### src/rtl/int_div_radix.sv
// Multi-cycle restoring integer divider retiring bits_per_cycle quotient bits per clock.
// Signed RISC-V DIV/REM semantics are built only when INT_DIV_SIGNED_EN is defined.
module int_div_radix #(
  parameter int bitwidth       = 32,
  parameter int bits_per_cycle = 1
) (
  input  logic                clk,
  input  logic                rst,
  input  logic                req,
`ifdef INT_DIV_SIGNED_EN
  input  logic                is_signed,
`endif
  input  logic [bitwidth-1:0] a,
  input  logic [bitwidth-1:0] b,
  output logic                busy,
  output logic                ack,
  output logic [bitwidth-1:0] quotient,
  output logic [bitwidth-1:0] remainder,
  output logic                div_by_zero
);

  localparam int W     = bitwidth;
  localparam int BPC   = bits_per_cycle;
  localparam int STEPS = W / BPC;
  localparam int CW    = (STEPS > 1) ? $clog2(STEPS) : 1;

  typedef enum logic {IDLE, RUN} state_t;

  state_t state, state_n;

  logic [CW-1:0] cnt;
  logic [W-1:0]  dvd, dvs, quo, rem;
  logic [W-1:0]  dvd_n, quo_n, rem_n;
  logic [W-1:0]  a_mag, b_mag, q_fix, r_fix;
  logic [W:0]    pr;
  logic          zero, accept, start;

  assign zero   = (b == '0);
  assign accept = (state == IDLE) && req;
  assign start  = accept && !zero;

`ifdef INT_DIV_SIGNED_EN
  logic sa, sb, neg_q, neg_r;

  assign sa    = is_signed & a[W-1];
  assign sb    = is_signed & b[W-1];
  assign a_mag = sa ? -a : a;
  assign b_mag = sb ? -b : b;
  assign q_fix = neg_q ? -quo_n : quo_n;
  assign r_fix = neg_r ? -rem_n : rem_n;

  always_ff @(posedge clk) begin
    if (rst) begin
      neg_q <= 1'b0;
      neg_r <= 1'b0;
    end else if (start) begin
      neg_q <= sa ^ sb;
      neg_r <= sa;
    end
  end
`else
  assign a_mag = a;
  assign b_mag = b;
  assign q_fix = quo_n;
  assign r_fix = rem_n;
`endif

  // Chain of BPC restoring steps; pr stays below 2*|b| so W+1 bits suffice.
  always_comb begin
    pr    = {1'b0, rem};
    dvd_n = dvd;
    quo_n = quo;
    for (int i = 0; i < BPC; i++) begin
      pr    = {pr[W-1:0], dvd_n[W-1]};
      dvd_n = {dvd_n[W-2:0], 1'b0};
      if (pr >= {1'b0, dvs}) begin
        pr    = pr - {1'b0, dvs};
        quo_n = {quo_n[W-2:0], 1'b1};
      end else begin
        quo_n = {quo_n[W-2:0], 1'b0};
      end
    end
    rem_n = pr[W-1:0];
  end

  always_ff @(posedge clk) begin
    if (rst) state <= IDLE;
    else     state <= state_n;
  end

  always_comb begin
    state_n = state;
    busy    = 1'b0;
    unique case (state)
      IDLE: begin
        if (start) state_n = RUN;
      end
      RUN: begin
        busy = 1'b1;
        if (cnt == '0) state_n = IDLE;
      end
      default: state_n = IDLE;
    endcase
  end

  always_ff @(posedge clk) begin
    if (rst) begin
      cnt         <= '0;
      dvd         <= '0;
      dvs         <= '0;
      quo         <= '0;
      rem         <= '0;
      ack         <= 1'b0;
      div_by_zero <= 1'b0;
      quotient    <= '0;
      remainder   <= '0;
    end else begin
      ack <= 1'b0;
      if (accept && zero) begin
        ack         <= 1'b1;
        div_by_zero <= 1'b1;
        quotient    <= '1;
        remainder   <= a;
      end else if (start) begin
        dvd <= a_mag;
        dvs <= b_mag;
        quo <= '0;
        rem <= '0;
        cnt <= CW'(STEPS - 1);
      end
      if (state == RUN) begin
        dvd <= dvd_n;
        quo <= quo_n;
        rem <= rem_n;
        cnt <= cnt - CW'(1);
        if (cnt == '0) begin
          ack         <= 1'b1;
          div_by_zero <= 1'b0;
          quotient    <= q_fix;
          remainder   <= r_fix;
        end
      end
    end
  end

endmodule

### config.mk
export PLATFORM = sky130hd
export DESIGN_NAME = int_div_radix
export DESIGN_NICKNAME = d
export VERILOG_FILES = /design/src/rtl/int_div_radix.sv
export SDC_FILE = /design/constraint.sdc
export NUM_CORES = 1
export LEC_CHECK = 0
export ABC_CLOCK_PERIOD_IN_PS = 2550
export CORE_MARGIN = 10
export CORE_UTILIZATION = 50
export DETAILED_ROUTE_END_ITERATION = 12
export GPL_TIMING_DRIVEN = 0
export PLACE_DENSITY = 0.77
export SYNTH_ARGS = -nofsm -noshare
export SYNTH_HDL_FRONTEND = slang
export SYNTH_SLANG_ARGS = --single-unit
### constraint.sdc
create_clock -name clk -period 2.55 [get_ports clk]
set_input_delay 0.255 -clock clk [delete_from_list [all_inputs] [get_ports clk]]
set_output_delay 0.255 -clock clk [all_outputs]
set_load 0.005 [all_outputs]
After elaboration in Yosys (flattened, before gate mapping)
Cells that the tools add are included.

Add/subtract/negate cells: 2. $lt $le $gt $ge: 1. Equality and inequality tests: 1. Mux-type cells: 28. Bitwise gates (word level): 2. Reductions and logical operators: 10.

Operators by type and width (number): two-way mux 32 bit (13); greater-or-equal comparator 33 x 32 -> 1 bit (1); logical NOT 32 bit (1); subtractor 32 bit (1); two-way mux 31 bit (1); two-way mux 5 bit (3); two-way mux 1 bit (10); logical NOT 5 bit (1); subtractor 5 x 1 -> 5 bit, second input constant (1); AND reduction 2 bit (2); logical AND 1 bit (3); inequality test 2 bit, second input constant (1); inverter 1 bit (2); case mux 1 bit (2 select lines) (1); nonzero test 2 bit (1); OR reduction 2 bit (1); logical NOT 1 bit (1).

Bits in registers: 199. Logic and storage cells: 55.

Logic depth before layout (Yosys ltp)
Word-level depth: 6. Gate-level depth with buffers: 13. Mapped depth without buffers: 12.

Least setup slack after synthesis
No wires, ideal clock.

Path type: register to register. Start: register dvs[10]. End: register remainder[25]. Setup time: 0.143 ns. Data arrival time: 2.437 ns. Required time: 2.407 ns. Slack: -0.030 ns. Cell stages (with the launch flop): 14. Buffers on the path: 3. Period minus slack after synthesis: 2.580 ns. Cell sequence: dfxtp_1 -> inv_1 -> ha_1 -> buf_4 -> nand2_1 -> nor4b_4 -> o2111ai_1 -> a31oi_2 -> a21oi_2 -> o21ai_2 -> buf_6 -> buf_12 -> mux2i_1 -> a211oi_2.

Cells in the longest elaborated chain, start to end: 4. Elaborated cells on any way between the ends: 5. Those cells by class: 1 x add/sub; 1 x order compare; 3 x mux.

Ends and longest elaborated chain: from (decl) (line 32) `logic [W-1:0] dvd, dvs, quo, rem;`; from (signal assigned) (line 126) `dvs <= b_mag;`; subtractor 32 bit or greater-or-equal comparator 33 x 32 -> 1 bit (tied branches) (line 77, 76); two-way mux 32 bit * (line 76) `if (pr >= {1'b0, dvs}) begin`; two-way mux 32 bit * (line 136) `if (cnt == '0) begin`; two-way mux 32 bit * (line 131) `if (state == RUN) begin`; to (signal assigned) (line 140) `remainder <= r_fix;`; to (decl) (line 18) `output logic [bitwidth-1:0] remainder,`.

Every way passes the cells marked *; elsewhere a longest branch is shown, timed or not. A chain may end at the register's enable or synchronous reset.

Final worst setup path
Start: register dvs[10]. End: register rem[29].

Cells in the longest elaborated chain, start to end: 3. Elaborated cells on any way between the ends: 4. Those cells by class: 1 x add/sub; 1 x order compare; 2 x mux.

Ends and longest elaborated chain: subtractor 32 bit or greater-or-equal comparator 33 x 32 -> 1 bit (tied branches) (line 77, 76); two-way mux 32 bit * (line 76); two-way mux 32 bit * (line 131); to (signal assigned) (line 134) `rem <= rem_n;`; to (decl) (line 32).

Marks and branches as above.

==> impl_metrics.toml <==
[outcome]
status = "finished, violations left"
violations = "setup timing"

[worst_setup_path]
rrSetupSlack_ns = -0.18
r2r_cells = 12
worst-setup-path-type = "flip-flop to flip-flop"
required_ns = 2.86
endpoint_kind = "flip-flop"
reg2reg_from = "dvs[10]"
crit_top_cell = "buf_6"
cp_data_arrival_time_ns = 3.04
critPathMaxFanout = 10
slowest_stage = "nor4b_4"
worstSetupStartpointType = "flip-flop"
cp_slowest_stage_delay_ns = 0.38
timing.rr.end = "rem[29]"
crit_chain = "inv_2 > ha_4 > nand2_4 > nor4b_4 > o2111ai_4 > a31oi_4 > a21oi_4 > o21ai_2 > buf_6 > buf_6 > mux2i_4 > o21ai_1"

[job]
maxCapViolCount = 0

[place]
place_congestion = 0.9355
numPortBuffers = 132
placed_cells = 1603
dp_hpwl_um = 23240

[clock_tree]
path_clk_slew_ns = 0.08
clk_latency_ns = 0.45
htreeDepth = 4
clockBufferDepth = 2
cts_buffers = 17
hold_buffers = 0
clock-sinks = 199
cts_tree = "yes"
clock_tree.root_cell = "clkbuf_16"

[global_route]
grt_pass1_vias = 9713
grt_pass1_wl_um = 52070
grt_usage_pct = 24.71
grt_overflow_total = 0
grt_start_max_net_pins = 24
antenna_found_initial = 0

[timing]
relSlewSlack_pct = 48.04
skew_ns = 0.01088
hold_viol_final = 0
post-route-period-util_pct = 107.2
layout_min_cycle_time_ns = 2.734
setup_violations = 60
slew_viol_final = 0
fmax_ghz = 0.3658
worst_pin_slew_ns = 0.7794
setup_ws_ns = -0.1836
rsz0062_at_grt = "yes"

[route]
wl_per_cell_um = 20.32
drtIter0Drc = 836
drt-pass1-iter-count = 6
num_vias = 9872
drc = 0
drt-total-wl_um = 33630
ant_nets = 0
vias_per_cell = 5.965

[final_layout]
fill_cells = 1517
final_util_pct = 68.76
multi_input_area_mm2 = 0.006236
area_growth_pct = 35.40
antenna_cells = 0
drive_gt1_share_pct = 18.27
layout.nets = 1478
seq_area_mm2 = 0.004014
instances_no_fill = 1655

[yosys]
syn_nets = 1307
syn-cell-area_mm2 = 0.009883
ys_ff_latch = 199
syn_inst = 1206
synth_edf_count = 0
ys_seq_area_share_pct = 40.31
ys.flop_type = "dfxtp_1"
syn_avg_cell_area_um2 = 8.195
synthArstFlopShare_pct = 0
yosysWarningCount = 0
synthDistinctLibCells = 64

[hold_path]
hold_path.class = "input port to flip-flop"
hold_depth = 3
hold_start = "b[10]"
holdPathEnd = "dvs[10]"

[pwr]
leakagePower_nw = 4.843
vdd_drop_max_mv = 1.566
p_per_area_mw_per_mm2 = 1752

[floorplan]
die_w_um = 160.6
ioPinCount = 134
dieHeight_um = 160.6
core_area_mm2 = 0.01946
row_count = 51
die_area_mm2 = 0.02579
start_util_pct = 50.78
==> sequential cells by signal (all words and copies together), names as in the netlist <==
signal	count
ack	1
cnt	5
dvs	32
state	1
rem	32
div_by_zero	1
dvd	32
remainder	32
quotient	32
quo	31
==> power by group <==
part | internal [mW] | leakage (nW) | switching, mW
Sequential | 3.50 | 1.63 | 0.430
Clock | 1.37 | 0.301 | 1.51
Combinational | 8.02 | 2.91 | 8.61
==> kinds of logic after synthesis <==
logic type / synth area share [%]
flops: 40.31
xor+xnor: 2.570
fa+ha+maj: 4.380
simple gates: 21.07
buf+inv: 5.988
compound gates: 22.60
mux: 3.089
==> critical path, delay by kind of cell, from the launching register on <==
| family | cells | cell delay (ns) |
|---|---|---|
| AOI/OAI and AO/OA | 5 | 0.76 |
| adders and majority gates | 1 | 0.30 |
| buffers and inverters | 3 | 0.43 |
| DFF | 1 | 0.34 |
| muxes | 1 | 0.29 |
| and+or+nand+nor | 2 | 0.45 |
==> cell type report <==
class	instances	share of cell area [%]
multi-input cells	869	46.60
flip-flops and latches	199	30.00
repair buffers	161	11.81
clock buffers	17	3.179
plain buffers	85	3.132
well taps	265	2.478
clock inverters	15	1.571
inverters	44	1.234
==> what timing repair did <==
action,4_1_cts,5_1_grt
setup buffers,18,11
cloned,2,0
setup endpoints to repair,198,130
pin swaps,25,32
endpoints found under the hold margin,0,0
resized for setup,114,98
==> stage by stage <==
step / setup WS, ns / setup TNS (ns) / hold slack [ns] / instance area (µm²) / power [mW]
CTS: -0.2941 / -13.17 / 0.3601 / 12990 / 22.42
global placement: -1.128 / -158.69 / 0.4420 / 11590 / 14.41
detailed placement: -1.180 / -165.37 / 0.4467 / 11590 / 14.52
global route: -0.2826 / -13.65 / 0.3937 / 13380 / 24.36
floorplan: -0.01328 / -0.01328 / 0.3910 / 9938 / 11.91
finish: -0.1836 / -7.475 / 0.3797 / 13380 / 23.44
==> how the worst max path moves through the flow <==
| stage | start | endpoint | cells past startpoint |
|---|---|---|---|
| 2_1_floorplan | dvs[11] | remainder[25] | 13 |
| 3_3_place_gp | b[31] | remainder[19] | 10 |
| 3_5_place_dp | b[31] | dvs[21] | 10 |
| 4_1_cts | dvs[6] | remainder[20] | 14 |
| 5_1_grt | dvs[26] | rem[14] | 12 |
| 6_report | dvs[10] | rem[29] | 12 |
==> cells in the final DEF, fill, tap and decap left out, drive strengths merged, types with 6 or more instances in the layout <==
cell	count
nor2b	31
clkbuf	86
a22oi	32
ha	33
nor2	61
clkinv	6
a31oi	10
xor2	11
inv	52
o21ai	51
mux2i	29
buf	45
a211oi	59
a21o	13
nand3b	31
dfxtp	199
nand3	16
nor3	70
a21oi	131
xnor2	18
nand2	197
clkdlybuf4s50	132
nor4	10
==> layer usage <==
layer	up-vias	GRT usage, %	wire length (µm)
met5	-	0	0
met4	0	9.808	1181
met3	79	6.212	2381
met2	421	39.34	15790
met1	4783	31.40	14270
li1	4589	-	-
==> cell usage after synthesis (all sizes together), types with 4 or more instances <==
| cell type | number | area share, % |
|---|---|---|
| a211oi | 59 | 5.6 |
| a21o | 13 | 0.99 |
| a21oi | 131 | 6.7 |
| a22oi | 32 | 2.4 |
| a31oi | 10 | 0.70 |
| a41oi | 5 | 0.44 |
| and3 | 4 | 0.25 |
| and4 | 5 | 0.44 |
| buf | 25 | 1.7 |
| clkbuf | 69 | 2.6 |
| dfxtp | 199 | 40 |
| ha | 33 | 4.2 |
| inv | 44 | 1.7 |
| mux2i | 29 | 2.9 |
| nand2 | 197 | 7.5 |
| nand3 | 16 | 0.81 |
| nand3b | 31 | 2.4 |
| nor2 | 61 | 2.3 |
| nor2b | 31 | 2.0 |
| nor3 | 70 | 3.6 |
| nor4 | 10 | 0.63 |
| o21a | 5 | 0.38 |
| o21ai | 51 | 2.6 |
| o21bai | 4 | 0.30 |
| xnor2 | 18 | 1.6 |
| xor2 | 11 | 0.97 |
Note: power is estimated with default switching activity, not from simulation.
